==> src/rtl/led_counter_ctrl_pkg.sv <==
// Shared definitions for the LED counter controller and its button front end.
package led_counter_ctrl_pkg;

    localparam int unsigned DEFAULT_WIDTH       = 8;
    localparam int unsigned DEFAULT_SYNC_STAGES = 2;

    typedef enum logic [1:0] {
        MODE_UP_WRAP   = 2'b00,
        MODE_DOWN_WRAP = 2'b01,
        MODE_UP_SAT    = 2'b10,
        MODE_DOWN_SAT  = 2'b11
    } mode_e;

endpackage

==> src/rtl/led_counter_ctrl_if.sv <==
// Control/status bundle between the board top (master) and the counter (slave).
interface led_counter_ctrl_if
    import led_counter_ctrl_pkg::*;
#(
    parameter int unsigned WIDTH = DEFAULT_WIDTH
) ();

    logic             sclr_i;
    logic             count_i;
    mode_e            mode_i;
    logic             load_i;
    logic [WIDTH-1:0] load_value_i;
    logic [WIDTH-1:0] q_o;
    logic             tc_o;
    logic             sat_o;

    modport master (
        output sclr_i, count_i, mode_i, load_i, load_value_i,
        input  q_o, tc_o, sat_o
    );

    modport slave (
        input  sclr_i, count_i, mode_i, load_i, load_value_i,
        output q_o, tc_o, sat_o
    );

endinterface

==> src/rtl/led_counter_ctrl_edge_sync.sv <==
// Multi-stage synchroniser with rising-edge detect for asynchronous button levels.
// Everything presets to 1 so a level held through reset release never steps.
module edge_sync #(
    parameter int unsigned SYNC_STAGES = 2
) (
    input  logic clock_i,
    input  logic clear_i,
    input  logic async_i,
    output logic pulse_o
);

    logic [SYNC_STAGES-1:0] sync_q;
    logic                   hist_q;

    always_ff @(posedge clock_i or posedge clear_i) begin
        if (clear_i) begin
            sync_q <= '1;
            hist_q <= 1'b1;
        end else begin
            sync_q <= {sync_q[SYNC_STAGES-2:0], async_i};
            hist_q <= sync_q[SYNC_STAGES-1];
        end
    end

    assign pulse_o = sync_q[SYNC_STAGES-1] & ~hist_q;

endmodule

==> src/rtl/led_counter_ctrl.sv <==
// Up/down LED counter with wrap/saturate modes, clamped load and terminal-count pulse.
module led_counter_ctrl
    import led_counter_ctrl_pkg::*;
#(
    parameter int unsigned     WIDTH       = DEFAULT_WIDTH,
    parameter longint unsigned LIMIT       = (64'd1 << WIDTH) - 64'd1,
    parameter int unsigned     SYNC_STAGES = DEFAULT_SYNC_STAGES
) (
    input  logic               clock_i,
    input  logic               clear_i,
    led_counter_ctrl_if.slave  bus
);

    localparam logic [WIDTH-1:0] LIM = WIDTH'(LIMIT);
    localparam logic [WIDTH-1:0] ONE = WIDTH'(1);

    logic             step;
    logic [WIDTH-1:0] q_q;
    logic [WIDTH-1:0] q_next;
    logic             tc_q;
    logic             tc_next;

    edge_sync #(
        .SYNC_STAGES (SYNC_STAGES)
    ) u_count_sync (
        .clock_i (clock_i),
        .clear_i (clear_i),
        .async_i (bus.count_i),
        .pulse_o (step)
    );

    // Priority: sclr > load > step; out-of-range values recover to the mode's start point.
    always_comb begin
        q_next  = q_q;
        tc_next = 1'b0;
        if (bus.sclr_i) begin
            q_next = '0;
        end else if (bus.load_i) begin
            q_next = (bus.load_value_i > LIM) ? LIM : bus.load_value_i;
        end else if (step) begin
            case (bus.mode_i)
                MODE_UP_WRAP: begin
                    if (q_q > LIM) begin
                        q_next = '0;
                    end else if (q_q == LIM) begin
                        q_next  = '0;
                        tc_next = 1'b1;
                    end else begin
                        q_next = q_q + ONE;
                    end
                end
                MODE_DOWN_WRAP: begin
                    if (q_q > LIM) begin
                        q_next = LIM;
                    end else if (q_q == '0) begin
                        q_next  = LIM;
                        tc_next = 1'b1;
                    end else begin
                        q_next = q_q - ONE;
                    end
                end
                MODE_UP_SAT: begin
                    if (q_q > LIM) begin
                        q_next = '0;
                    end else if (q_q != LIM) begin
                        q_next  = q_q + ONE;
                        tc_next = ((q_q + ONE) == LIM);
                    end
                end
                MODE_DOWN_SAT: begin
                    if (q_q > LIM) begin
                        q_next = LIM;
                    end else if (q_q != '0) begin
                        q_next  = q_q - ONE;
                        tc_next = (q_q == ONE);
                    end
                end
                default: q_next = q_q;
            endcase
        end
    end

    always_ff @(posedge clock_i or posedge clear_i) begin
        if (clear_i) begin
            q_q  <= '0;
            tc_q <= 1'b0;
        end else begin
            q_q  <= q_next;
            tc_q <= tc_next;
        end
    end

    assign bus.q_o   = q_q;
    assign bus.tc_o  = tc_q;
    assign bus.sat_o = ((bus.mode_i == MODE_UP_SAT)   && (q_q == LIM)) ||
                       ((bus.mode_i == MODE_DOWN_SAT) && (q_q == '0));

endmodule
==> src/flat_wrapper.sv <==
// flat-port wrapper written by rule: the top's interface ports become plain ports
module led_counter_ctrl_flat import led_counter_ctrl_pkg::*;
#(
    parameter int unsigned     WIDTH       = DEFAULT_WIDTH,
    parameter longint unsigned LIMIT       = (64'd1 << WIDTH) - 64'd1,
    parameter int unsigned     SYNC_STAGES = DEFAULT_SYNC_STAGES
)
  (clock_i, clear_i, bus_sclr_i, bus_count_i, bus_mode_i, bus_load_i, bus_load_value_i, bus_q_o, bus_tc_o, bus_sat_o);
  led_counter_ctrl_if #(.WIDTH(WIDTH)) bus_i ();
  input  logic clock_i;
  input  logic clear_i;
  input wire logic [$bits(bus_i.sclr_i)-1:0] bus_sclr_i;
  input wire logic [$bits(bus_i.count_i)-1:0] bus_count_i;
  input wire logic [$bits(bus_i.mode_i)-1:0] bus_mode_i;
  input wire logic [$bits(bus_i.load_i)-1:0] bus_load_i;
  input wire logic [$bits(bus_i.load_value_i)-1:0] bus_load_value_i;
  output wire logic [$bits(bus_i.q_o)-1:0] bus_q_o;
  output wire logic [$bits(bus_i.tc_o)-1:0] bus_tc_o;
  output wire logic [$bits(bus_i.sat_o)-1:0] bus_sat_o;
  assign bus_i.sclr_i = bus_sclr_i;
  assign bus_i.count_i = bus_count_i;
  assign bus_i.mode_i = bus_mode_i;
  assign bus_i.load_i = bus_load_i;
  assign bus_i.load_value_i = bus_load_value_i;
  assign bus_q_o = bus_i.q_o;
  assign bus_tc_o = bus_i.tc_o;
  assign bus_sat_o = bus_i.sat_o;
  led_counter_ctrl #(.WIDTH(WIDTH), .LIMIT(LIMIT), .SYNC_STAGES(SYNC_STAGES)) u_core (.clock_i(clock_i), .clear_i(clear_i), .bus(bus_i));
endmodule
==> config.mk <==
export PLATFORM = sky130hd
export DESIGN_NAME = led_counter_ctrl_flat
export DESIGN_NICKNAME = d
export VERILOG_FILES = /design/src/rtl/led_counter_ctrl_pkg.sv /design/src/rtl/led_counter_ctrl_if.sv /design/src/rtl/led_counter_ctrl_edge_sync.sv /design/src/rtl/led_counter_ctrl.sv /design/src/flat_wrapper.sv
export SDC_FILE = /design/constraint.sdc
export NUM_CORES = 1
export LEC_CHECK = 0
export CAP_MARGIN = 30
export CELL_PAD_IN_SITES_DETAIL_PLACEMENT = 1
export CELL_PAD_IN_SITES_GLOBAL_PLACEMENT = 2
export CORE_MARGIN = 2
export CORE_UTILIZATION = 28
export DETAILED_ROUTE_END_ITERATION = 8
export GPL_ROUTABILITY_DRIVEN = 0
export GPL_TIMING_DRIVEN = 1
export PLACE_DENSITY = 0.81
export SYNTH_ARGS = -nofsm -noshare
export SYNTH_HDL_FRONTEND = slang
export SYNTH_HIERARCHICAL = 1
export SYNTH_SLANG_ARGS = --single-unit
==> constraint.sdc <==
create_clock -name clock_i -period 2.4 [get_ports clock_i]
set_clock_uncertainty 0.1 [all_clocks]
set_input_delay 0.48 -clock clock_i [delete_from_list [all_inputs] [get_ports clock_i]]
set_output_delay 0.48 -clock clock_i [all_outputs]
set_load 0.05 [all_outputs]
==> results of run 1 <==
[cell usage in the layout (no fill, tap or decap), types with 2 or more instances in the layout]
cell type,netlist,layout
nor4_1,3,3
nor3_1,3,3
o22a_1,2,2
nor2_1,9,9
o211ai_1,3,3
or3_1,4,3
nand2_1,11,11
xnor2_1,5,5
dfstp_2,3,3
buf_12,0,2
or3_4,1,2
or4_1,2,2
a311oi_1,2,2
inv_1,14,12
buf_4,0,24
inv_2,0,2
o21ai_0,5,5
a21oi_1,8,8
clkdlybuf4s50_1,0,22
clkbuf_8,0,3
dfrtp_1,9,4
a221oi_2,1,4
nand3_1,3,3
ha_1,5,4
a31oi_1,3,3
dfrtp_2,0,5
[repair_timing]
item,in CTS,in global routing
endpoints found under the setup margin,1,4
pin swaps,3,5
resized for setup,3,4
hold buffers,0,0
setup buffers,3,0
[kinds of logic (layout without fill, tap and decap cells)]
group / Yosys count / in the layout / synth area share [%]
and+or+nand+nor: 44 / 44 / 23.19
xor gates and xnor gates: 6 / 6 / 4.970
DFF: 12 / 12 / 28.76
AOI/OAI and AO/OA: 39 / 39 / 27.81
buffers and inverters: 22 / 67 / 9.349
adders and majority gates: 5 / 5 / 5.917
[where the power goes]
group,switching [mW],internal [mW],leakage (nW)
Clock,0.0797,0.117,0.0228
Combinational,0.211,0.168,0.485
Sequential,0.0146,0.224,0.142
Total,0.305,0.509,0.650
[flip-flops by register name, summed over array words and instances, names as in the netlist]
signal                      cells
u_core/bus.q_o                  8
u_core/bus.tc_o                 1
u_core/u_count_sync/hist_q      1
u_core/u_count_sync/sync_q      2
[stage by stage]
stage	std cells	instance area, um^2
floorplan	128	1097
global placement	214	1519
detailed placement	214	1519
CTS	221	1590
global route	221	1619
finish	221	1619
[worst paths after layout]
check                                         startpoint                            end  cells after the start
hold / removal             u_core/u_count_sync/sync_q[0]  u_core/u_count_sync/sync_q[1]                      0
max in group asynchronous                        clear_i              u_core/bus.q_o[4]                      2
hold reg to reg            u_core/u_count_sync/sync_q[0]  u_core/u_count_sync/sync_q[1]                      0
setup / recovery                       u_core/bus.q_o[2]                      bus_sat_o                      4
setup reg to reg                       u_core/bus.q_o[2]              u_core/bus.q_o[5]                      7
min in group asynchronous                        clear_i              u_core/bus.q_o[5]                      2
[layer usage]
metal	global-route usage [%]	share of wire, %	vias to the layer above
li1	-	-	555
met1	23.49	46	547
met2	32.53	49	28
met3	2.568	4.3	2
met4	4.688	0.21	0
met5	0	0	-
[area by class of cell]
type / count / area (um^2)
sequential: 12 / 310.3
inverter: 14 / 52.55
multi-input combinational: 94 / 701.9
timing repair buffer: 49 / 449.2
clock buffer: 4 / 45.04
fill: 448 / 2014
tap: 48 / 60.06
==> results.cfg, run 1 <==
[clocking]
root_buffer = clkbuf_8
clk_latency_ns = 0.25
cts_tree = done
cts.path.max_buffers = 2
cts.sinks = 12
numCtsBuffers = 3
cts.clk_slew.worst_paths_ns = 0.06
h-tree-depth = 1

[timing]
fmax_mhz = 406.3
timing.final.hold_violations = 0
worst_slack_ns = -0.06114
rsz0062_at_grt = true
tightest_slew_ns = 0.4946
min_period_ns = 2.461
fin_hold_ws_ns = 0.2585
fin_crit_sh_pct = 102.5
relSlewSlack_pct = 66.92
fin_setup_tns_ns = -0.06114
slew_viol_final = 0
setup_viol = 1

[die]
rows = 22
core_um2 = 3633
ios = 25
die_w_um = 65.45
die_h_um = 65.45
initial_core_util_pct = 29.10
die_area_um2 = 4284

[worst_setup_path]
worstPathArrival_ns = 1.88
crit_fanout = 2
cpPeakStageDelay_ns = 0.52
setup.worst_path.end_class = output pin
critical_path.top_delay_family = simple AND/OR/NAND/NOR gates
crit_chain = or3_4 -> or4_4 -> a21boi_4 -> buf_12
critPathBufInv = 1
start_kind = register
slowest_stage = or4_4
cp.required_ns = 1.82
path_class = register to output pin
r2r_setup_slack_ns = 0.08

[route]
vias = 1132
drc = 0
avgRoutedWirePerCell_um = 16.85
routed_via_density = 5.122
firstDrtPassIters = 4
drtIter0Drc = 30
final_antenna_net_count = 0
drt_wl_total_mm = 3.724

[layout]
final_util_pct = 44.56
final_nets = 194
antenna_cells = 0
drive_above_1_share_pct = 30.06
syn_to_final_growth_pct = 53.14

[run_status]
violations = negative setup slack
status = finished with violations

[global_routing]
grt_max_degree = 13
grt_usage_pct = 18.42
grt_pass1_wl_mm = 5.982
overflow = 0
antenna_found_initial = 0
grt_pass1_vias = 1226

[placed_design]
dp_hpwl_mm = 2.794
port_buffers = 24
dp_slack_ns = -0.1842

[yosys]
synthTopCellsByCount = inv_1 (14), nand2_1 (11), dfrtp_1 (9), nor2_1 (9), a21oi_1 (8)
seq_area_frac_synth_pct = 28.76
syn_area_um2 = 1057
synth_nets = 148
synth.most_common_cell = inv_1
avgSynthCellArea_um2 = 8.260
yosys-top-cells-area = dfrtp_1 (21%), dfstp_2 (7.5%), ha_1 (5.9%)
synth_edf_count = 0
yosysWarnings = 6
synth_top_area_cell = dfrtp_1
synth_cell_types = 44
synthFlopType = dfrtp_1
ys_seq_elements = 12
synthArstFlopShare_pct = 100.0
synth_top_cell_area_share_pct = 21.30
synth_cells = 128

[job]
cap_viol_max_count = 0

[power]
pwr_density_cell_nw_per_um2 = 502.6
irDropWorstVdd_uv = 185.9
finalPower_uw = 813.8
leakagePower_nw = 0.6500

[hold_path]
hp-class = register to register
No activity file was read; power rests on OpenSTA's default activity.
==> run 2: changes to the inputs <==
--- a/config.mk
+++ b/config.mk
@@ -13,7 +13,9 @@
 export DETAILED_ROUTE_END_ITERATION = 8
 export GPL_ROUTABILITY_DRIVEN = 0
 export GPL_TIMING_DRIVEN = 1
+export MAX_ROUTING_LAYER = met4
 export PLACE_DENSITY = 0.81
+export REMOVE_ABC_BUFFERS = 1
 export SYNTH_ARGS = -nofsm -noshare
 export SYNTH_HDL_FRONTEND = slang
 export SYNTH_HIERARCHICAL = 1
==> run 2 against run 1 <==
  * The flow still finishes with violations (negative setup slack)
  * Critical path depth did not move
  * Register-to-register slack lost 0.02 ns
  * Hold slack better by 0.0062 ns
  * Maximum frequency is 0.44% higher
  * Largest power group unchanged
  * Global-route usage is 1.3 points higher
  * Non-clock buffer count up 7
  * Cell count rose by 3.2%
  * Final area up 3.3%
  * Setup slack improved by 0.011 ns
  * Sequential share of layout area decreased by 0.99 points
  * Die area did not move
  * Flip-flop and latch count unchanged
  * Critical path type unchanged
==> results.cfg, run 2 (synthesized netlist as in run 1, its figures left out) <==
[run_status]
status = finished with violations
violations = negative setup slack

[layout]
antenna_cells = 0
final_common_cell = buf_4
final_util_pct = 46.04
drive_above_1_share_pct = 31.67
mostFrequentLayoutCells = buf_4 (31), clkdlybuf4s50_1 (22), inv_1 (12), nand2_1 (11)
final_nets = 201
syn_to_final_growth_pct = 58.22
largest_reg_flops = 8

[clocking]
cts_tree = done
clk_latency_ns = 0.24
h-tree-depth = 1
cts.path.max_buffers = 2
cts.sinks = 12
cts_hold_buf = 0
numCtsBuffers = 3
root_buffer = clkbuf_8
cts.clk_slew.worst_paths_ns = 0.05

[timing]
tightest_slew_ns = 0.5092
min_period_ns = 2.450
worst_slack_ns = -0.05040
rsz0062_at_grt = true
fmax_mhz = 408.1
fin_crit_sh_pct = 102.1
slew_viol_final = 0
setup_viol = 1
timing.final.hold_violations = 0
relSlewSlack_pct = 65.77

[hold_path]
min_path_cells = 0
hold_path_startpoint = u_core/u_count_sync/sync_q[0]
holdPathEnd = u_core/u_count_sync/sync_q[1]
hp-class = register to register

[power]
pwr_density_cell_nw_per_um2 = 491.1
finalPower_uw = 821.5
irDropWorstVdd_uv = 232.9
leakagePower_nw = 0.6911

[global_routing]
grt_pass1_vias = 1262
grt_max_degree = 13
overflow = 0
antenna_found_initial = 0
grt_usage_pct = 19.69
grt_pass1_wl_mm = 6.258

[route]
drtIter0Drc = 50
firstDrtPassIters = 4
vias = 1184
avgRoutedWirePerCell_um = 17.11
routed_via_density = 5.193
final_antenna_net_count = 0
drt_wl_total_mm = 3.900
drc = 0

[die]
rows = 22
ios = 25
initial_core_util_pct = 29.10
die_area_um2 = 4284
die_h_um = 65.45
core_um2 = 3633
die_w_um = 65.45

[worst_setup_path]
crit_fanout = 2
worstPathArrival_ns = 1.87
crit_path_start = u_core/bus.q_o[2]
r2r_start = u_core/bus.q_o[2]
cp.required_ns = 1.82
path_class = register to output pin
r2r_setup_slack_ns = 0.06
start_kind = register
ff2ff_path_depth = 7
reg2reg_to = u_core/bus.q_o[4]
setup.worst_path.end_class = output pin

[placed_design]
dp_slack_ns = -0.3186
port_buffers = 24
dp_hpwl_mm = 2.879

[job]
cap_viol_max_count = 0
==> run 2: changes by cell type in the layout (fill, tap and decap cells not counted) <==
cell     before  now
buf_4        24   31
dfrtp_1       4    9
dfrtp_2       5    0
nor4_1        3    1
nor4_2        0    2
ha_2          0    1
ha_4          1    0
or3_1         3    2
or3_4         2    3
==> run 2: final cells by class <==
| class | instances | area (um^2) |
|---|---|---|
| multi-input cells | 94 | 709.4 |
| repair buffers | 56 | 501.7 |
| fillers | 447 | 1961 |
| well taps | 48 | 60.06 |
| inverters | 14 | 52.55 |
| flip-flops and latches | 12 | 304.0 |
| clock buffers | 4 | 45.04 |
==> run 2: how the worst max path moves through the flow <==
stage	to	slack, ns	cells past startpoint
final	bus_sat_o	-0.05	4
after global routing	bus_sat_o	-0.11	4
after CTS	bus_sat_o	-0.06	4
after detailed placement	bus_sat_o	-0.32	6
after global placement	bus_sat_o	-0.27	6
after floorplan	bus_sat_o	-1.06	4
==> run 2: timing repair <==
action | 4_1_cts | 5_1_grt
setup endpoints to repair | 1 | 6
buffers inserted | 2 | 3
endpoints found under the hold margin | 0 | 0
gates resized for setup | 9 | 5
pin swaps | 2 | 3
==> run 2: power breakdown <==
group          switching, mW  leakage, nW  total [mW]  internal (mW)
logic                  0.218        0.520       0.395          0.176
registers             0.0135        0.149       0.236          0.222
clock network         0.0744       0.0228       0.191          0.117
==> run 2: per-stage QoR <==
stage,std cells,cell area [um^2],setup TNS (ns),hold WS (ns)
3_3_place_gp,220,1544,-1.138,0.2496
4_1_cts,225,1619,-0.06360,0.2668
2_1_floorplan,120,1011,-2.244,0.2079
6_report,228,1673,-0.05040,0.2648
5_1_grt,228,1673,-0.1640,0.2730
3_5_place_dp,220,1544,-1.538,0.2590
==> run 2: critical path: stages, from the launching register on <==
cell,delay [ns]
dfrtp_1,0.38
or3_4,0.39
or4_4,0.55
a21boi_4,0.17
buf_12,0.15
==> run 2: routing by layer <==
metal  GRT usage, %  routed length, um  vias up
met2          34.06               2074       27
met3          3.253                131        0
met1          25.11               1694      589
li1               -                  -      568
met5              -                  0        -
met4          2.083                  0        0
